[src/rtl/ras_pkg.sv]
// ras_pkg: default sizes and snapshot record for the return address stack (snapshot built only with SPEC_RAS_RECOVER_EN)
package ras_pkg;
    localparam int RAS_DEPTH  = 8;
    localparam int RAS_AW     = 64;
    localparam int RAS_TP_MAX = 16;
    localparam int RAS_AW_MAX = 128;

    typedef struct packed {
        logic [RAS_TP_MAX-1:0] tp;
        logic [RAS_TP_MAX:0]   count;
        logic [RAS_AW_MAX-1:0] entry;
    } ras_snap_t;
endpackage

[src/rtl/ras_ckpt.sv]
// ras_ckpt: speculative snapshot register and restore values for spec_ras (used only with SPEC_RAS_RECOVER_EN)
module ras_ckpt
    import ras_pkg::*;
#(
    parameter int DEPTH = RAS_DEPTH,
    parameter int AW    = RAS_AW,
    localparam int PW   = $clog2(DEPTH),
    localparam int CW   = PW + 1
) (
    input  logic          clk_i,
    input  logic          rst_i,
    input  logic          ckpt_i,
    input  logic          recover_i,
    input  logic [PW-1:0] tp_i,
    input  logic [CW-1:0] cnt_i,
    input  logic [AW-1:0] entry_i,
    output logic [PW-1:0] tp_o,
    output logic [CW-1:0] cnt_o,
    output logic [AW-1:0] entry_o
);
    ras_snap_t snap_q, snap_d;
    logic      unused_hi;

    // capture pre-update state on ckpt; a same-cycle recover wins and keeps the old snapshot
    always_comb begin
        snap_d = snap_q;
        if (ckpt_i && !recover_i)
            snap_d = '{tp: RAS_TP_MAX'(tp_i), count: (RAS_TP_MAX+1)'(cnt_i), entry: RAS_AW_MAX'(entry_i)};
    end

    // snapshot register; reset value is the empty stack
    always_ff @(posedge clk_i or negedge rst_i)
        if (!rst_i) snap_q <= '0;
        else        snap_q <= snap_d;

    assign tp_o      = snap_q.tp[PW-1:0];
    assign cnt_o     = snap_q.count[CW-1:0];
    assign entry_o   = snap_q.entry[AW-1:0];
    assign unused_hi = ^{snap_q.tp[RAS_TP_MAX-1:PW], snap_q.count[RAS_TP_MAX:CW], snap_q.entry[RAS_AW_MAX-1:AW]};
endmodule

[src/rtl/spec_ras.sv]
// spec_ras: circular return address stack with overwrite-on-full and optional checkpoint/recover (SPEC_RAS_RECOVER_EN)
module spec_ras
    import ras_pkg::*;
#(
    parameter int DEPTH = RAS_DEPTH,
    parameter int AW    = RAS_AW,
    localparam int PW   = $clog2(DEPTH),
    localparam int CW   = PW + 1
) (
    input  logic          clk_i,
    input  logic          rst_i,
    input  logic          ras_push_i,
    input  logic          ras_pop_i,
    input  logic [AW-1:0] ras_addr_i,
    input  logic          ras_ckpt_i,
    input  logic          ras_recover_i,
    output logic [AW-1:0] ras_addr_o,
    output logic          ras_empty_o,
    output logic          ras_full_o,
    output logic [CW-1:0] ras_count_o,
    output logic          ras_udf_o
);
    logic [AW-1:0] mem [DEPTH];
    logic [PW-1:0] tp_q, tp_d, wa, rec_tp;
    logic [CW-1:0] cnt_q, cnt_d, rec_cnt;
    logic          udf_q, udf_d, we, rec, empty, full;
    logic [AW-1:0] wd, top, rec_entry;

    assign empty = cnt_q == '0;
    assign full  = cnt_q == CW'(DEPTH);
    assign top   = empty ? '0 : mem[tp_q];

`ifdef SPEC_RAS_RECOVER_EN
    assign rec = ras_recover_i;
    ras_ckpt #(.DEPTH(DEPTH), .AW(AW)) u_ckpt (
        .clk_i     (clk_i),
        .rst_i     (rst_i),
        .ckpt_i    (ras_ckpt_i),
        .recover_i (ras_recover_i),
        .tp_i      (tp_q),
        .cnt_i     (cnt_q),
        .entry_i   (top),
        .tp_o      (rec_tp),
        .cnt_o     (rec_cnt),
        .entry_o   (rec_entry)
    );
`else
    logic unused_ckpt;
    assign unused_ckpt = ^{ras_ckpt_i, ras_recover_i};
    assign rec         = 1'b0;
    assign rec_tp      = '0;
    assign rec_cnt     = '0;
    assign rec_entry   = '0;
`endif

    // next pointer/count and the single storage write for this cycle
    always_comb begin
        tp_d  = tp_q;
        cnt_d = cnt_q;
        udf_d = 1'b0;
        we    = 1'b0;
        wa    = tp_q;
        wd    = ras_addr_i;
        if (rec) begin
            tp_d  = rec_tp;
            cnt_d = rec_cnt;
            we    = 1'b1;
            wa    = rec_tp;
            wd    = rec_entry;
        end else if (ras_push_i && ras_pop_i && !empty) begin
            we = 1'b1;
        end else if (ras_push_i) begin
            tp_d  = tp_q + 1'b1;
            wa    = tp_q + 1'b1;
            we    = 1'b1;
            cnt_d = full ? cnt_q : cnt_q + 1'b1;
        end else if (ras_pop_i) begin
            udf_d = empty;
            tp_d  = empty ? tp_q : tp_q - 1'b1;
            cnt_d = empty ? cnt_q : cnt_q - 1'b1;
        end
    end

    // pointer, count and underflow pulse registers
    always_ff @(posedge clk_i or negedge rst_i)
        if (!rst_i) begin
            tp_q  <= '0;
            cnt_q <= '0;
            udf_q <= 1'b0;
        end else begin
            tp_q  <= tp_d;
            cnt_q <= cnt_d;
            udf_q <= udf_d;
        end

    // storage array; unreset, writes blocked while reset is held
    always_ff @(posedge clk_i)
        if (rst_i && we) mem[wa] <= wd;

    assign ras_addr_o  = top;
    assign ras_empty_o = empty;
    assign ras_full_o  = full;
    assign ras_count_o = cnt_q;
    assign ras_udf_o   = udf_q;
endmodule

[config.mk]
export PLATFORM = sky130hd
export DESIGN_NAME = spec_ras
export DESIGN_NICKNAME = d
export VERILOG_FILES = /design/src/rtl/ras_pkg.sv /design/src/rtl/ras_ckpt.sv /design/src/rtl/spec_ras.sv
export SDC_FILE = /design/constraint.sdc
export NUM_CORES = 1
export LEC_CHECK = 0
export ABC_AREA = 1
export ABC_CLOCK_PERIOD_IN_PS = 12560
export CORE_UTILIZATION = 50
export CTS_CLUSTER_SIZE = 10
export DETAILED_ROUTE_END_ITERATION = 8
export PLACE_DENSITY_LB_ADDON = 0.15
export SLEW_MARGIN = 20
export SYNTH_ARGS = -nofsm -noshare
export SYNTH_HDL_FRONTEND = slang
export SYNTH_SLANG_ARGS = --single-unit
[constraint.sdc]
create_clock -name clk_i -period 12.56 [get_ports clk_i]
set_input_delay 2.512 -clock clk_i [delete_from_list [all_inputs] [get_ports clk_i]]
set_output_delay 2.512 -clock clk_i [all_outputs]
set_load 0.02 [all_outputs]
==> impl_results.md, run 1 <==
* Status: finished, final reports clean
* Top post-synthesis cells by count: 651 x nor2_1, 512 x edfxtp_1, 223 x o21ai_0
* Register share of total power at 0.372
* Critical Path Start Type: flip-flop
* Total GRT Usage at 0.222
* Post-synth top flop: edfxtp_1
* Vias in the first global route at about 13k
* Critical Path RT at approximately 10,000 ps
* Final Max Tran Viols at 0
* Mean post-synth cell area at 11.6 um2
* Hold Violations, Final at 0
* Number of flops mapped to enable cells by yosys at ~500
* Largest net degree at the start of global routing at about 170
* Max Buffers Root-to-Sink at 3
* Net switching power at 2090 uW
* First-pass GRT wire length at 73,400 um
* Placer Congestion at 0.751
* Setup TNS at 0 ps
* Syn. warnings at 0
* Post-cts hold buffer count at 0
* Clk sink count at 520
* Via count at about 13k
* Antenna Nets Post-Route at 0
* P&R area growth vs syn at 15.0%
* RSZ-0062 raised after global routing: no
* Sequential fraction of the synthesis area at 0.735
* Tightest Hold Check Type: reg -> reg
* Worst-Skew Late Latency at ~600 ps
* Ys async rst share at 0.0154
* Setup bufs post-CTS at 0
* WHS at around 600 ps
* CTS tree: built
* Fmax at about 150 MHz
* Period minus WS final at between 6000 and 7000 ps
* Cell area after synthesis at approximately 21,000 um2
* Top post-synthesis cells by area: edfxtp_1 73%, nor2_1 12%, o21ai_0 5.3%
* Clk Tree Root Cell: clkbuf_16
* Residual DRC count at 0
* Max-cap violations at 0
* Synth Net Count at ~1.9k
* I/O Pins at between 100 and 150
* Cts bufs inserted at 58
* Final net count at roughly 2k
* CP arrival at approximately 4300 ps
* Clock share of power at 0.248
* Syn Inst Count at 1,819
* Die area at 43,200 um2
* Layout cells sized above 1 at 0.0496
* DRT Pass-1 Iters at 5
* Per-cell routed wire length at around 19 um
* Yosys top cell by area: edfxtp_1
* Sw Share at 0.365
* Setup Viol. Count Final at 0
* Die Ht at just over 200 um
* Leak pwr at around 0.0086 uW
* Final core occ at 0.582
* Initial Util at 0.506
* Dpl hpwl at roughly 22,000 um
* Final Cycle Share at 0.538
* Grt ovf at 0
* Worst rel slew slack at 0.262
* Total power divided by cell area at ~230 nW/um2
* P_int at approximately 3600 uW
* Share of total power in combinational logic at 0.379
* Yosys cell types at 26
* Clock Skews at 10.8 ps
* Final wirelength at about 47,000 um
* Iteration-0 DRC Markers at between 800 and 900
* Worst Path Class, Setup: reg -> out
* Slew @ Worst Pin at around 1100 ps
* CTS clk-pin slew, worst paths at roughly 60 ps
* Worst VDD drop at around 0.16 mV
* Yosys top cell area share at 0.726
* PortBufs at between 100 and 150
* H-tree depth at 2
* Worst Setup End Kind: primary output
* Core area at about 42,000 um2
* Post-CTS Resized at 0
* Worst-path fanout max at between 60 and 70
* Initial antenna violation count at 2
* Vias per cell at roughly 5.4
* Register bit total from synthesis at 520
* Most instantiated library cell after synthesis: nor2_1
* Die X-Extent at 208 um
* Fill count at 3,392
* Cell row count at 75
==> routing by layer <==
layer	track usage	wire (um)	vias to the layer above
met5	0.00222	16	-
met4	0.0802	1190	2
met3	0.0369	2640	89
met2	0.373	22800	362
met1	0.292	20500	6470
li1	-	-	6471
==> critical path, stage by stage (launching register included) <==
cell,delay (ps)
dfrtp_4,870
buf_4,730
buf_4,630
nor2_1,110
nor2_1,110
o21ai_1,90
nand3_1,120
nand2_1,70
nor2_1,190
clkdlybuf4s50_1,640
==> per-stage QoR <==
step | total power, uW | setup slack [ps] | std cells | instance area, um2
final | 5720 | 5800 | 2475 | 24400
after global routing | 6060 | 5480 | 2474 | 24400
after CTS | 5770 | 5530 | 2474 | 24400
after detailed placement | 4350 | 6180 | 2405 | 22800
after global placement | 4320 | 6190 | 2405 | 22800
after floorplan | 3550 | 6020 | 1819 | 21200
==> cells in the final DEF, fill, tap and decap left out, types with 2 or more instances in the layout <==
cell type,count
nor2_1,643
edfxtp_1,512
o21ai_0,223
nand2_1,164
clkdlybuf4s50_1,138
nand3_1,81
clkbuf_16,58
o21ai_1,42
buf_4,18
inv_1,10
nor2_4,8
ha_1,6
clkbuf_1,6
dfrtp_1,5
dfrtp_4,3
a21oi_1,2
inv_6,2
clkinv_1,2
==> layout make-up <==
type,instances,area [um2],share of cell area
sequential,520,15600,0.640
multi-input combinational,1178,5020,0.206
timing repair buffer,156,1520,0.0622
clock buffer,64,1470,0.0605
tap,539,674,0.0277
inverter,12,55.1,0.00226
clock inverter,5,41.3,0.00169
antenna,1,2.50,0.000103
==> cells by family (layout without fill, tap and decap cells) <==
group / count (synthesis) / after routing / synth area share
compound gates: 267 / 267 / 0.0631
buf+inv: 121 / 237 / 0.0307
flops: 520 / 520 / 0.735
xor+xnor: 2 / 2 / 0.000827
fa+ha+maj: 7 / 7 / 0.00449
other cells: 0 / 1 / 0
simple gates: 902 / 902 / 0.166
==> flip-flops by register name, summed over array words and instances, names as in the netlist <==
name,flops
ras_count_o,4
mem,512
tp_q,3
ras_udf_o,1
==> final timing paths <==
check / start / to / slack, ps / cells past startpoint
max: tp_q[0] / ras_addr_o[8] / 5800 / 9
min: ras_count_o[1] / ras_count_o[1] / 610 / 2
max reg2reg: tp_q[1] / mem[1][34] / 7290 / 10
min reg2reg: ras_count_o[1] / ras_count_o[1] / 610 / 2
max in group asynchronous: rst_i / tp_q[0] / 9980 / 1
min in group asynchronous: rst_i / ras_udf_o / 2230 / 1
==> power by group through the flow <==
stage                     clock, uW  combinational [uW]  sequential (uW)
final                          1420                2170             2130
after global routing           1510                2400             2140
after CTS                      1450                2190             2130
after detailed placement          0                2180             2170
after global placement            0                2160             2160
after floorplan                   0                1440             2110
No activity file was read; power rests on OpenSTA's default activity.
==> inputs of run 2 (changes only) <==
ABC_CLOCK_PERIOD_IN_PS = 6200   (was 12560)
clock period = 6.2 ns   (was 12.56 ns; I/O delays follow)
==> impl_results.md, run 2 (synthesis gave the netlist of run 1 again) <==
* Placed instance count at 2,412 (was 2,405)
* Leading cell type in the layout, fill and taps excluded: nor2_1 (unchanged)
* First-pass GRT wire length at 72,900 um (was 73,400 um)
* Final Max Tran Viols at 0 (unchanged)
* Initial Util at 0.506 (unchanged)
* Final net count at 2,010 (was 2,003)
* Worst Setup End Kind: primary output (unchanged)
* Share of total power in combinational logic at 0.376 (was 0.379)
* Fmax at 193 MHz
* PortBufs at 138 (unchanged)
* Per-cell routed wire length at 18.8 um (was 19.1 um)
* Depth of the worst hold-timing path at 2 (unchanged)
* Non-filler instance count after layout at 2,487 (was 2,475)
* Met3 wire length at 2340 um (was 2640 um)
* Leak pwr at 0.00867 uW (was 0.00859 uW)
* Residual DRC count at 0 (unchanged)
* Worst Path Class, Setup: reg -> out (unchanged)
* P&R area growth vs syn at 16.0% (was 15.0%)
* P_int at 7430 uW (was 3630 uW)
* Critical Path RT at 4960 ps (was 10,050 ps)
* Cts bufs inserted at 58 (unchanged)
* Worst rel slew slack at 0.323 (was 0.262)
* RSZ-0062 raised after global routing: no (unchanged)
* Clk Tree Root Cell: clkbuf_16 (unchanged)
* R2r endpoint: mem[1][21] (was mem[1][34])
* Reg2reg path depth at 8 (was 10)
* Worst-path fanout max at 71 (was 69)
* Period minus WS final at about 5200 ps
* Core area at 41,900 um2 (unchanged)
* Iteration-0 DRC Markers at 865 (was 874)
* Setup bufs post-CTS at 0 (unchanged)
* CTS clk-pin slew, worst paths at 50 ps (was 60 ps)
* Final core occ at 0.587 (was 0.582)
* Most frequent cells in the layout: 643 x nor2_1, 512 x edfxtp_1, 223 x o21ai_0 (unchanged)
* Die X-Extent at 208 um (unchanged)
* Max-cap violations at 0 (unchanged)
* Worst-Skew Late Latency at 600 ps (about the same)
* Initial antenna violation count at 4 (was 2)
* Register share of total power at 0.373 (was 0.372)
* Setup Viol. Count Final at 0 (unchanged)
* Top layer in use: met5 (unchanged)
* Vias in the first global route at 12.9k (was 13.4k)
* DRT Pass-1 Iters at 5 (unchanged)
* Largest register FFs at 512 (unchanged)
* Cell row count at 75 (unchanged)
* Net switching power at 4240 uW (was 2090 uW)
* Total power divided by cell area at 475 nW/um2 (was 235 nW/um2)
* Metal2 WL at 22,300 um (was 22,800 um)
* Worst Min Path Start: ras_count_o[1] (unchanged)
* Hold Violations, Final at 0 (unchanged)
* Slew @ Worst Pin at 1020 ps (was 1110 ps)
* CP arrival at 3940 ps (was 4250 ps)
* Die area at 43,200 um2 (unchanged)
* Max Buffers Root-to-Sink at 3 (unchanged)
* Placer Congestion at 0.756 (was 0.751)
* Post-cts hold buffer count at 0 (unchanged)
* Clock share of power at 0.251 (was 0.248)
* Clk sink count at 520 (unchanged)
* Reg-to-reg setup timing slack at 2140 ps (was 7290 ps)
* Hold Path Sink: ras_count_o[1] (unchanged)
* Clock Skews at 14.8 ps (was 10.8 ps)
* Final Cycle Share at 0.835
* Setup TNS at 0 ps (unchanged)
* Largest Register: mem (unchanged)
* Fill count at 3,345 (was 3,392)
* Die Ht at 208 um (unchanged)
* Worst VDD drop at 0.323 mV (was 0.161 mV)
* Tightest Hold Check Type: reg -> reg (unchanged)
* Vias per cell at 5.36 (was 5.41)
* Via count at 13.3k (was 13.4k)
* Critical Path Start Type: flip-flop (unchanged)
* Routed metal-1 wire length at 21,100 um (was 20,500 um)
* Antenna Nets Post-Route at 0 (unchanged)
* CTS tree: built (unchanged)
* Sw Share at 0.363 (was 0.365)
* Final wirelength at 46,800 um (was 47,200 um)
* Worst r2r src: tp_q[1] (unchanged)
* Post-CTS Resized at 0 (unchanged)
* Grt ovf at 0 (unchanged)
* Largest net degree at the start of global routing at 124 (was 168)
* Total GRT Usage at 0.221 (was 0.222)
* H-tree depth at 2 (unchanged)
* I/O Pins at 141 (unchanged)
* Dpl hpwl at 23,100 um (was 22,400 um)
* Layout cells sized above 1 at 0.0534 (was 0.0496)
* Status: finished, final reports clean (unchanged)
[run 2: worst max path at each step]
stage | start | end | slack [ps] | depth (start not counted)
floorplan | ras_push_i | mem[0][0] | 930 | 6
global placement | tp_q[1] | ras_addr_o[49] | 1680 | 8
detailed placement | tp_q[1] | ras_addr_o[49] | 1650 | 8
CTS | tp_q[1] | ras_addr_o[49] | 1000 | 8
global route | tp_q[1] | ras_addr_o[49] | 750 | 8
finish | tp_q[1] | ras_addr_o[49] | 1020 | 8
[run 2: power groups by stage]
stage | clock, uW | combinational (uW) | sequential [uW]
floorplan | 0 | 2920 | 4280
global route | 3120 | 4860 | 4380
finish | 2920 | 4390 | 4360
global placement | 0 | 4390 | 4420
CTS | 2990 | 4450 | 4360
detailed placement | 0 | 4420 | 4430
[run 2: metal layers]
layer / track usage / vias up
li1: - / 6484
met1: 0.300 / 6449
met2: 0.364 / 326
met3: 0.0356 / 72
met4: 0.0733 / 4
met5: 0 / -
[run 2: final cells by class]
class | instances | area (um2) | share of cell area
Tap cell | 539 | 674 | 0.0274
Inverter | 12 | 52.6 | 0.00214
Timing Repair Buffer | 163 | 1690 | 0.0686
Clock inverter | 4 | 43.8 | 0.00178
Sequential cell | 520 | 15600 | 0.634
Multi-Input combinational cell | 1178 | 5020 | 0.204
Clock buffer | 69 | 1510 | 0.0616
Antenna cell | 2 | 5.00 | 0.000204
[run 2: worst max-delay path, stage by stage (launching register included)]
cell	delay [ps]
dfrtp_4	990
inv_4	580
buf_12	380
nor2_1	130
o21ai_0	90
nand3_1	130
nand2_1	50
nor2_1	250
clkdlybuf4s50_1	660
[run 2: metrics by stage]
step | hold WS [ps] | power (uW) | worst slack [ps] | cell area, um2
CTS | 617 | 11800 | 996 | 24600
floorplan | 653 | 7200 | 933 | 21200
global route | 638 | 12400 | 749 | 24600
global placement | 596 | 8810 | 1680 | 23000
detailed placement | 610 | 8840 | 1650 | 23000
finish | 611 | 11700 | 1020 | 24600
==> inputs of run 3 (changes only) <==
ABC_CLOCK_PERIOD_IN_PS = 4250   (was 6200)
clock period = 4.25 ns   (was 6.2 ns; I/O delays follow)
==> impl_results.md, run 3 (synthesis gave the netlist of run 1 again) <==
* Status: finished, final reports clean (unchanged)
* Setup Viol. Count Final at 0 (unchanged)
* Die area at 43,200 um2 (unchanged)
* Final Max Tran Viols at 0 (unchanged)
* Final wirelength at 46,200 um (was 46,800 um)
* Die Ht at 208 um (unchanged)
* Clock Skews at 12.2 ps (was 14.8 ps)
* Core area at 41,900 um2 (unchanged)
* Hold Violations, Final at 0 (unchanged)
* Worst Setup End Kind: primary output (unchanged)
* Residual DRC count at 0 (unchanged)
* Largest Register: mem (unchanged)
* Non-filler instance count after layout at 2,497 (was 2,487)
* DRT Pass-1 Iters at 5 (unchanged)
* WHS at 602 ps (was 611 ps)
* Vias in the first global route at 13.0k (was 12.9k)
* Initial antenna violation count at 4 (unchanged)
* Iteration-0 DRC Markers at 928 (was 865)
* Worst-Skew Late Latency at 590 ps (was 600 ps)
* Leak pwr at 0.00877 uW (was 0.00867 uW)
* Tightest Hold Check Type: in -> async (was reg -> reg)
* Critical Path RT at 3400 ps (was 4960 ps)
* Placed instance count at 2,418 (was 2,412)
* Max-cap violations at 0 (unchanged)
* Total GRT Usage at 0.216 (was 0.221)
* CTS clk-pin slew, worst paths at 50 ps (about the same)
* Initial Util at 0.506 (unchanged)
* Total power divided by cell area at 695 nW/um2 (was 475 nW/um2)
* I/O Pins at 141 (unchanged)
* RSZ-0062 raised after global routing: no (unchanged)
* Cts bufs inserted at 58 (unchanged)
* CP arrival at 3170 ps (was 3940 ps)
* Fmax at about 250 MHz
* Max Buffers Root-to-Sink at 3 (unchanged)
* Largest net degree at the start of global routing at 132 (was 124)
* Antenna Nets Post-Route at 0 (unchanged)
* PortBufs at 138 (unchanged)
* Leading cell type in the layout, fill and taps excluded: nor2_1 (unchanged)
* Clk sink count at 520 (unchanged)
* Post-CTS Resized at 0 (unchanged)
* Worst rel slew slack at 0.361 (was 0.323)
* Most frequent cells in the layout: 643 x nor2_1, 512 x edfxtp_1, 223 x o21ai_0 (unchanged)
* Final Cycle Share at 0.945
* Worst VDD drop at 0.445 mV (was 0.323 mV)
* Via count at 13.3k (about the same)
* Clk Tree Root Cell: clkbuf_16 (unchanged)
* Cell row count at 75 (unchanged)
* Per-cell routed wire length at 18.5 um (was 18.8 um)
* Worst-path fanout max at 85 (was 71)
* Die X-Extent at 208 um (unchanged)
* Layout cells sized above 1 at 0.0568 (was 0.0534)
* P&R area growth vs syn at 17.1% (was 16.0%)
* Largest register FFs at 512 (unchanged)
* Vias per cell at 5.32 (was 5.36)
* Min setup slack post-route at 234 ps (was 1020 ps)
* Critical Path Start Type: flip-flop (unchanged)
* Grt ovf at 0 (unchanged)
* CTS tree: built (unchanged)
* H-tree depth at 2 (unchanged)
* Placer Congestion at 0.752 (was 0.756)
* Post-cts hold buffer count at 0 (unchanged)
* Slew @ Worst Pin at 958 ps (was 1020 ps)
* Worst Path Class, Setup: reg -> out (unchanged)
* Period minus WS final at 4020 ps
* Pre-CTS setup slack at 584 ps (was 1650 ps)
* Setup bufs post-CTS at 0 (unchanged)
* Final net count at 2,016 (was 2,010)
* Dpl hpwl at 23,100 um (about the same)
* First-pass GRT wire length at 72,200 um (was 72,900 um)
-- run 3: cell types whose count changed in the layout (fill, tap and decap cells not counted) --
cell and delta:
buf_12 +11, buf_4 -4, clkbuf_1 +2, clkbuf_16 +2
clkinv_8 -2, diode_2 +2, buf_6 -1, bufinv_16 +1
clkinv_1 -1, clkinv_2 +1, clkinvlp_4 -1
-- run 3: critical path: stages (launching register included) --
cell	delay, ps
dfrtp_4	460
buf_4	750
nor2_1	130
nor2_1	110
o21ai_0	90
nand2_1	80
nor2_1	40
nor2_1	220
clkdlybuf4s50_1	660
-- run 3: worst paths after layout --
path	start	to	slack, ps	cells past startpoint
max in group asynchronous	rst_i	tp_q[0]	3260	1
min in group clk_i	ras_count_o[2]	ras_count_o[2]	620	2
max	tp_q[0]	ras_addr_o[51]	230	8
max reg2reg	tp_q[0]	mem[7][12]	1140	9
min reg2reg	ras_count_o[2]	ras_count_o[2]	620	2
min	rst_i	tp_q[2]	600	1
-- run 3: power breakdown --
group          leakage, uW  switching [uW]  internal [uW]  total, uW
sequential         0.00472             167           6020       6190
clock             0.000784            1780           2590       4370
combinational      0.00327            4220           2470       6690
-- run 3: layout make-up --
class | count | area (um2)
multi-input combinational | 1178 | 5020
inverter | 12 | 52.6
tap | 539 | 674
clock inverter | 2 | 35.0
fill | 3348 | 17000
clock buffer | 73 | 1570
antenna | 4 | 10.0
sequential | 520 | 15600
timing repair buffer | 169 | 1860
-- run 3: routing by layer --
metal	vias up	track usage	routed length, um
met1	6356	0.287	20100
met3	89	0.0386	2590
met2	353	0.361	22300
met5	-	0	14
li1	6495	-	-
met4	2	0.0766	1160
-- run 3: stage by stage --
step	util	total power [uW]	TNS (ps)	instance area (um2)
after global routing	0.593	18300	0	24800
after CTS	0.593	17400	0	24800
after global placement	0.554	12900	0	23200
after detailed placement	0.554	13000	0	23200
after floorplan	-	10500	-235630	21200
final	0.593	17200	0	24800
==> patch (flow settings as in run 3) <==
Set the package constant `RAS_DEPTH` to 16 (it was 8).
--- a/src/rtl/ras_pkg.sv
+++ b/src/rtl/ras_pkg.sv
@@ -2,3 +2,3 @@
 package ras_pkg;
-    localparam int RAS_DEPTH  = 8;
+    localparam int RAS_DEPTH  = 16;
     localparam int RAS_AW     = 64;
Interface: changed (resized ras_count_o); port bits go from 141 to 142. No check against the original RTL was run, so the function may have changed too.
==> patch against run 3 <==
Setup slack worse by 170 ps; routed wire length is 130% higher; cell area grew 98%; via count rose by 110%; register-to-register slack worse by 180 ps; total power is 84% higher; critical path depth did not move; sequential cell count is 514 higher; area after synthesis up 100%; largest power group is now registers.
==> patch: results (changes against run 3) <==
* Status: completed
* Peak VDD IR at 0.418 mV (-6.2%)
* Critical Path Slowest Stage Cell: clkdlybuf4s50_1
* Clk_lat worst skew at 690 ps (+100 ps)
* Vias in the first global route at 26511 (+100%)
* Synth Area in Compound Gates at 0.0384 (-0.0247)
* Number of flip-flops under the largest register name at 1024 (+100%)
* Final nets at 3990 (+98%)
* Cells on worst reg2reg path at 8 (-1)
* Leak at 18.3 nW (+110%)
* Post-DP HPWL at 53700 um (+130%)
* Initial antenna violation count at 5 (+1)
* Pre-CTS setup slack at 441 ps (-143 ps)
* First-pass GRT wire length at 162000 um (+120%)
* Data arrival, critical path at 3340 ps (+170 ps)
* RR Startpoint: ras_count_o[4]
* Least-Margin Pin Slew at 824 ps (-135 ps)
* # fillers at 6870 (+110%)
* Most frequent cells after synthesis: nand2_1 (1183), edfxtp_1 (1024), nor2_1 (497)
* Critical path's largest stage delay at 670 ps (-80 ps)
* Reg-to-reg slack, setup at 960 ps (-180 ps)
* Routed vias/inst at 5.42 (+1.9%)
* Critical-path maximum fanout at 46 (-46%)
* Placer's final routability congestion estimate at 0.764 (+1.6%)
* Post-synth ARST share at 0.00967 (-0.00571)
* 1st-iter DRT viols at 2426 (+160%)
* Worst clock skew at 18.0 ps (+5.74 ps)
* XOR/XNOR Fraction of Synth Area at 0.00103 (+0.000200)
* GRT Total Usage at 0.252 (+0.0357)
* Yosys cell types at 30 (+15%)
* Sequential area share after synthesis at 0.727 (-0.00859)
* Hold_ws at 479 ps (-123 ps)
* DR WL/cell at 21.1 um (+14%)
* R2r endpoint: mem[10][32]
-- patch: cell count changes after synthesis, sizes merged, moves of 3 or more --
cell,before,now
xnor2,1,4
nand2,166,1184
nand3,81,343
clkbuf,29,85
a21oi,2,70
edfxtp,512,1024
buf,80,133
or2,1,31
nor2,652,497
inv,12,134
o21ai,265,217
o211ai,0,19
o21bai,0,8
-- patch: per-layer routing --
layer  vias up  GRT usage  part of all wire
li1      13087          -                 -
met1     13511      0.350              0.43
met2       880      0.416              0.48
met3       145     0.0392             0.067
met4         8     0.0652             0.021
met5         -          0           0.00046
-- patch: power by group --
part	total, mW	switching, mW	internal (mW)
Sequential	12.0	0.275	11.7
Clock	8.82	3.73	5.09
Combinational	11.0	7.27	3.72
-- patch: repair_timing --
item,in CTS,in global routing
gates resized for setup,7,21
endpoints found under the setup margin,41,25
cloned,1,0
buffers inserted,5,0
-- patch: through the flow --
step | instances | power [mW]
final | 5095 | 31.8
after global routing | 5094 | 33.4
after CTS | 5094 | 32.0
after detailed placement | 4922 | 23.1
after global placement | 4922 | 23.0
after floorplan | 3775 | 18.7
-- patch: how the worst max path moves through the flow --
stage,to,from,slack [ps]
floorplan,mem[12][0],tp_q[0],-800
global placement,ras_addr_o[12],tp_q[2],450
detailed placement,ras_addr_o[12],tp_q[2],440
CTS,ras_addr_o[54],tp_q[2],6
global route,ras_addr_o[21],tp_q[0],-50
finish,ras_addr_o[19],tp_q[1],60
-- patch: cell type report --
class	instances	area share
Timing Repair inverter	1	0.000178
Clock buffer	151	0.0629
Antenna cell	2	0.000102
Clock inverter	15	0.00333
Tap cell	1134	0.0288
Inverter	135	0.0112
Multi-Input combinational cell	2388	0.208
Timing Repair Buffer	235	0.0562
Sequential cell	1034	0.630
-- patch: logic make-up (layout without fill, tap and decap cells) --
kind of cell,count (synthesis),count (layout)
compound gates,314,314
xor+xnor,5,5
fa+ha+maj,8,8
buf+inv,353,537
flops,1034,1034
other cells,0,2
simple gates,2061,2061
